`config.mk`:
```
export PLATFORM = sky130hd
export DESIGN_NAME = led_flow_ctrl_flat
export DESIGN_NICKNAME = d
export VERILOG_FILES = /design/src/rtl/led_flow_ctrl_if.sv /design/src/rtl/led_flow_ctrl.sv /design/src/flat_wrapper.sv
export SDC_FILE = /design/constraint.sdc
export NUM_CORES = 1
export LEC_CHECK = 0
export CORE_MARGIN = 5
export CORE_UTILIZATION = 25
export DETAILED_ROUTE_END_ITERATION = 6
export GPL_TIMING_DRIVEN = 0
export SETUP_SLACK_MARGIN = 0.3
export SLEW_MARGIN = 20
export SYNTH_ARGS = -nofsm -noshare
export SYNTH_HDL_FRONTEND = slang
export SYNTH_SLANG_ARGS = --single-unit
```
`constraint.sdc`:
```
create_clock -name clk -period 1.8 [get_ports clk]
set_clock_uncertainty 0.2 [all_clocks]
set_input_delay 0.18 -clock clk [delete_from_list [all_inputs] [get_ports clk]]
set_output_delay 0.18 -clock clk [all_outputs]
set_load 0.05 [all_outputs]
```
`src/rtl/led_flow_ctrl_if.sv`:
```
// led_flow_ctrl_if: control and display bundle of the running-light controller.
//   en         : run (1) / pause (0)
//   mode       : pattern select (00 rol, 01 ror, 10 bounce, 11 bar fill)
//   speed      : pattern advances once every speed+1 base ticks
//   led        : LED drive, 1 = on
//   step_pulse : one-cycle strobe when led takes a new pattern value
//   dir        : bounce direction (0 toward MSB, 1 toward LSB)
// The master modport is the controlling side; the slave modport is the controller.
interface led_flow_ctrl_if #(
  parameter int LED_NUM = 8
);
  logic               en;
  logic [1:0]         mode;
  logic [1:0]         speed;
  logic [LED_NUM-1:0] led;
  logic               step_pulse;
  logic               dir;

  modport master (output en, mode, speed, input led, step_pulse, dir);
  modport slave  (input en, mode, speed, output led, step_pulse, dir);
endinterface

```
`src/rtl/led_flow_ctrl.sv`:
```
// led_flow_ctrl: parametrised running-light controller with four patterns,
// run/pause and a four-level speed select.
//   clk : system clock, rising edge
//   rst : asynchronous active-high reset
//   bus : led_flow_ctrl_if.slave (en, mode, speed in; led, step_pulse, dir out)
// A prescaler divides clk into base ticks of TICK_DIV cycles; every speed+1
// ticks the pattern steps. A change of mode re-initialises the pattern and
// restarts all counters, taking priority over a coincident step.
module led_flow_ctrl #(
  parameter int LED_NUM  = 8,
  parameter int TICK_DIV = 1_000_000
) (
  input  logic           clk,
  input  logic           rst,
  led_flow_ctrl_if.slave bus
);

  localparam int                 PW           = (TICK_DIV > 1) ? $clog2(TICK_DIV) : 1;
  localparam logic [PW-1:0]      PRESC_MAX    = PW'(TICK_DIV - 1);
  localparam logic [LED_NUM-1:0] ONE_HOT_LSB  = {{(LED_NUM-1){1'b0}}, 1'b1};
  localparam logic [LED_NUM-1:0] ONE_HOT_MSB  = {1'b1, {(LED_NUM-1){1'b0}}};

  logic [1:0]         mode_reg;
  logic [LED_NUM-1:0] led_reg;
  logic [PW-1:0]      presc_reg;
  logic [1:0]         step_cnt_reg;
  logic               dir_reg;
  logic               step_pulse_reg;

  logic [LED_NUM-1:0] led_next;
  logic               dir_next;
  logic [LED_NUM-1:0] init_led;
  logic [LED_NUM-1:0] rol_led;
  logic [LED_NUM-1:0] ror_led;
  logic [LED_NUM-1:0] bar_led;
  logic               tick;
  logic               mode_change;
  logic               all_on;

  assign tick        = (presc_reg == PRESC_MAX);
  assign mode_change = (bus.mode != mode_reg);
  assign all_on      = &led_reg;

  // Per-bit neighbour wiring for the rotate and bar-fill patterns.
  // Bar fill: (led << 1) | 1, collapsing to zero once every LED is lit.
  for (genvar gi = 0; gi < LED_NUM; gi++) begin : g_bit
    assign rol_led[gi] = led_reg[(gi + LED_NUM - 1) % LED_NUM];
    assign ror_led[gi] = led_reg[(gi + 1) % LED_NUM];
    if (gi == 0) begin : g_lsb
      assign bar_led[gi] = ~all_on;
    end else begin : g_upper
      assign bar_led[gi] = ~all_on & led_reg[gi-1];
    end
  end

  always_comb begin
    case (bus.mode)
      2'b01:   init_led = ONE_HOT_MSB;
      2'b11:   init_led = '0;
      default: init_led = ONE_HOT_LSB;
    endcase
  end

  // Pattern value for the next step. Bounce turns around in the same step
  // that reaches an end LED, so each end is shown for one step only.
  always_comb begin
    led_next = led_reg;
    dir_next = dir_reg;
    case (mode_reg)
      2'b00: led_next = rol_led;
      2'b01: led_next = ror_led;
      2'b10: begin
        if (!dir_reg) begin
          led_next = led_reg << 1;
          dir_next = led_next[LED_NUM-1];
        end else begin
          led_next = led_reg >> 1;
          dir_next = ~led_next[0];
        end
      end
      default: led_next = bar_led;
    endcase
  end

  always_ff @(posedge clk or posedge rst) begin
    if (rst) begin
      mode_reg       <= 2'b00;
      led_reg        <= ONE_HOT_LSB;
      presc_reg      <= '0;
      step_cnt_reg   <= 2'd0;
      dir_reg        <= 1'b0;
      step_pulse_reg <= 1'b0;
    end else if (mode_change) begin
      mode_reg       <= bus.mode;
      led_reg        <= init_led;
      presc_reg      <= '0;
      step_cnt_reg   <= 2'd0;
      dir_reg        <= 1'b0;
      step_pulse_reg <= 1'b0;
    end else begin
      step_pulse_reg <= 1'b0;
      if (bus.en) begin
        presc_reg <= tick ? '0 : presc_reg + 1'b1;
        if (tick) begin
          // >= lets a lowered speed take effect at the very next tick.
          if (step_cnt_reg >= bus.speed) begin
            step_cnt_reg   <= 2'd0;
            led_reg        <= led_next;
            dir_reg        <= dir_next;
            step_pulse_reg <= 1'b1;
          end else begin
            step_cnt_reg <= step_cnt_reg + 2'd1;
          end
        end
      end
    end
  end

  assign bus.led        = led_reg;
  assign bus.step_pulse = step_pulse_reg;
  assign bus.dir        = dir_reg;

endmodule
```
`src/flat_wrapper.sv`:
```
// flat-port wrapper written by rule: the top's interface ports become plain ports
module led_flow_ctrl_flat 
#(
  parameter int LED_NUM  = 8,
  parameter int TICK_DIV = 1_000_000
)
  (clk, rst, bus_en, bus_mode, bus_speed, bus_led, bus_step_pulse, bus_dir);
  led_flow_ctrl_if #(.LED_NUM(LED_NUM)) bus_i ();
  input  logic clk;
  input  logic rst;
  input wire logic [$bits(bus_i.en)-1:0] bus_en;
  input wire logic [$bits(bus_i.mode)-1:0] bus_mode;
  input wire logic [$bits(bus_i.speed)-1:0] bus_speed;
  output wire logic [$bits(bus_i.led)-1:0] bus_led;
  output wire logic [$bits(bus_i.step_pulse)-1:0] bus_step_pulse;
  output wire logic [$bits(bus_i.dir)-1:0] bus_dir;
  assign bus_i.en = bus_en;
  assign bus_i.mode = bus_mode;
  assign bus_i.speed = bus_speed;
  assign bus_led = bus_i.led;
  assign bus_step_pulse = bus_i.step_pulse;
  assign bus_dir = bus_i.dir;
  led_flow_ctrl #(.LED_NUM(LED_NUM), .TICK_DIV(TICK_DIV)) u_core (.clk(clk), .rst(rst), .bus(bus_i));
endmodule
```
==> reports/qor.csv <==
stage,metric,value,unit
finish,largest_reg_flops,20,
critical_path,cp_max_fo,5,
outcome,status,finished with violations,
clock_tree,numCtsBuffers,5,
critical_path,crit_path_start,u_core.presc_reg[0]$_DFFE_PP0P_,
critical_path,r2r_slack,-0.13,ns
power_and_ir_drop,p_per_area,524,nW/µm²
synthesis,yosys_warnings,0,
critical_path,cp_num_cells,9,
critical_path,crit_family,simple AND/OR/NAND/NOR gates,
sta,hold_viol,0,
clock_tree,clkSinkCount,34,
sta,slew_headroom,50.5,%
place,dp_cells,333,
power_and_ir_drop,ir_drop,0.271,mV
floorplanning,die_y,99.9,µm
routing,remaining_drc_errors,0,
critical_path,cp-start-kind,register,
place,port_buffers,16,
clock_tree,cts_tree,built,
finish,seq_area,866,µm²
floorplanning,io_pins,17,
global_route,grt_max_degree,35,
routing,wl_per_cell,14.4,µm
routing,drt_iter0_drc,105,
clock_tree,clkTransAtPathRegs,0.07,ns
routing,routed_wl,5390,µm
critical_path,reg2reg_depth,9,
critical_path,crit_end,u_core.presc_reg[19]$_DFFE_PP0P_,
synthesis,syn_nets,225,
sta,fmax,517,MHz
critical_path,cpMaxStageDelayCell,dfrtp_2,
clock_tree,clk_latency,0.28,ns
critical_path,end_kind,register,
critical_path,max_stage_delay,0.43,ns
routing,drt.antenna.violating_nets,0,
critical_path,reg2reg_to,u_core.presc_reg[19]$_DFFE_PP0P_,
sta,slew_viol_final,0,
outcome,violations,negative setup slack,
sta,hold_slack,0.149,ns
global_route,grt_pass1_vias,1775,
finish,instances_no_fill,375,
power_and_ir_drop,p_leak,1.18,nW
clock_tree,hold_buffers,0,
worst_hold_path,hp-class,input pin to asynchronous set/reset pin,
sta,timing.setup.tns,-2.14,ns
clock_tree,htreeDepth,2,
routing,vias_per_cell,5.07,
floorplanning,start_util,25.9,%
critical_path,arrival,1.94,ns
floorplanning,coreArea,7810,µm²
place,gp_congestion,0.836,
sta,rsz0062_at_grt,true,
routing,detail_route.first_pass.iterations,4,
global_route,gr-total-overflow,0,
floorplanning,dieArea,9980,µm²
sta,finalCriticalPeriod,1.93,ns
global_route,track_usage,10.4,%
finish,drive_above_1_share,50.2,%
sta,finalSetupViolCount,25,
finish,n_antenna_cell,0,
synthesis,seq_area_frac_synth,42.2,%
finish,synthToLayoutAreaGrowth,53.5,%
critical_path,r2r_start,u_core.presc_reg[0]$_DFFE_PP0P_,
global_route,antenna_found_initial,0,
finish,fillers,770,
floorplanning,row_count,32,
floorplanning,die_width,99.9,µm
sta,postLayoutSetupSlackWorst,-0.132,ns
finish,multiInputGateArea,1430,µm²
synthesis,synth_area,2020,µm²
synthesis,synth_cells,215,
synthesis,synth-seq-cells,34,
critical_path,worstPathRequired,1.81,ns
global_route,grt_first_pass_wirelength,8540,µm
synthesis,ys_types,47,
synthesis,avgSynthCellArea,9.39,µm²
clock_tree,clk_path_buf_depth,2,
routing,vias,1901,
critical_path,path_buf_inv,3,
job,max_cap_viol_count,0,
sta,fin_crit_sh,107,%
clock_tree,cts_root_buf,clkbuf_8,
finish,finish.utilization,39.7,%
sta,worstMarginPinSlew,0.741,ns
place,dp_hpwl,3270,µm
critical_path,path_cells,"ha_4, and3_4, buf_6, buf_6, and3_4, nand2b_4, nand2_8, clkbuf_16, nor2_2",
critical_path,critical_path_class,register to register,
finish,final_nets,282,
## timing repair
item	4_1_cts	5_1_grt
buffers inserted	13	18
endpoints found under the setup margin	42	38
gates cloned	2	1
pin swaps	6	20
gates resized for setup	59	69
endpoints found under the hold margin	0	0
## cell usage after synthesis (all sizes together)
| cell type | count | share of area [%] |
|---|---|---|
| a211oi | 3 | 1.4 |
| o211a | 1 | 0.50 |
| nand2 | 14 | 2.6 |
| xnor2 | 8 | 3.5 |
| nor4 | 4 | 1.2 |
| nand4 | 10 | 3.4 |
| a41oi | 3 | 1.3 |
| or2 | 3 | 0.93 |
| xor2 | 9 | 3.9 |
| o31ai | 1 | 0.37 |
| o22ai | 4 | 1.2 |
| nand4b | 2 | 0.87 |
| and4bb | 1 | 0.62 |
| a21oi | 14 | 3.5 |
| a311oi | 2 | 0.87 |
| buf | 7 | 2.2 |
| and2 | 2 | 0.62 |
| nor4b | 3 | 2.2 |
| mux2i | 1 | 0.50 |
| a41o | 1 | 0.50 |
| or3 | 2 | 0.62 |
| a21boi | 1 | 0.37 |
| o21ai | 11 | 2.7 |
| nand2b | 4 | 1.2 |
| mux2 | 5 | 2.8 |
| inv | 6 | 1.1 |
| and3 | 3 | 0.93 |
| nor3b | 1 | 0.37 |
| dfrtp | 33 | 41 |
| ha | 3 | 1.9 |
| nand3 | 9 | 2.2 |
| nand3b | 1 | 0.37 |
| nor2 | 24 | 4.5 |
| dfstp | 1 | 1.3 |
| nor3 | 6 | 2.3 |
| clkbuf | 5 | 0.93 |
| a222oi | 5 | 2.5 |
| and4 | 2 | 0.87 |
## cell usage in the layout (no fill, tap or decap), types with 6 or more instances in the layout
cell type  count
a21oi_2        9
buf_2          9
buf_4         22
buf_6         13
clkbuf_1       6
clkbuf_8       6
dfrtp_1       22
dfrtp_2       11
nand2_1       10
nand3_1        7
nand4_1        9
nor2_1        11
nor2_4        10
o21ai_0        6
xnor2_1        8
xor2_1         7
## where the power goes
part | switching, mW | internal (mW) | total (mW)
Sequential | 0.0138 | 0.776 | 0.790
Clock | 0.267 | 0.275 | 0.542
Combinational | 0.166 | 0.127 | 0.293
## cell families after synthesis
kind of cell | after synthesis | share of synthesized area, %
fa+ha+maj | 3 | 1.86
compound gates | 46 | 15.2
xor+xnor | 17 | 7.37
mux | 6 | 3.28
simple gates | 91 | 25.9
flops | 34 | 42.2
buf+inv | 18 | 4.21
## stage by stage
stage	total power, mW	setup slack [ns]	instance area, µm²
after detailed placement	1.00	-0.590	2430
final	1.62	-0.132	3100
after global routing	1.71	-0.187	3100
after CTS	1.59	-0.115	2730
after global placement	0.999	-0.602	2430
after floorplan	0.936	-0.0782	2140
## final cells by class
type                       instances  area share, %
inverter                           6          0.726
multi-input combinational        163           46.0
buffer                            12           3.51
sequential                        34           27.9
clock buffer                       8           2.58
timing repair buffer              50           15.2
tap                              102           4.12
## routing by layer
layer  part of all wire [%]  vias up  track usage, %
li1                       -      910               -
met1                     44      951            14.1
met2                     51       36            16.4
met3                    4.2        4            2.85
met4                   0.70        0            2.84
met5                      0        -               0
## worst min path at each step
| stage | start | end | cells after the start |
|---|---|---|---|
| 2_1_floorplan | bus_mode[0] | u_core.bus.led[0]$_DFFE_PP1P_ | 1 |
| 3_3_place_gp | u_core.step_cnt_reg[0]$_DFFE_PP0P_ | u_core.step_cnt_reg[0]$_DFFE_PP0P_ | 1 |
| 3_5_place_dp | u_core.step_cnt_reg[0]$_DFFE_PP0P_ | u_core.step_cnt_reg[0]$_DFFE_PP0P_ | 1 |
| 4_1_cts | rst | u_core.bus.led[7]$_DFFE_PP0P_ | 2 |
| 5_1_grt | rst | u_core.bus.led[7]$_DFFE_PP0P_ | 2 |
| 6_report | rst | u_core.presc_reg[9]$_DFFE_PP0P_ | 2 |
No activity file was read; power rests on OpenSTA's default activity.
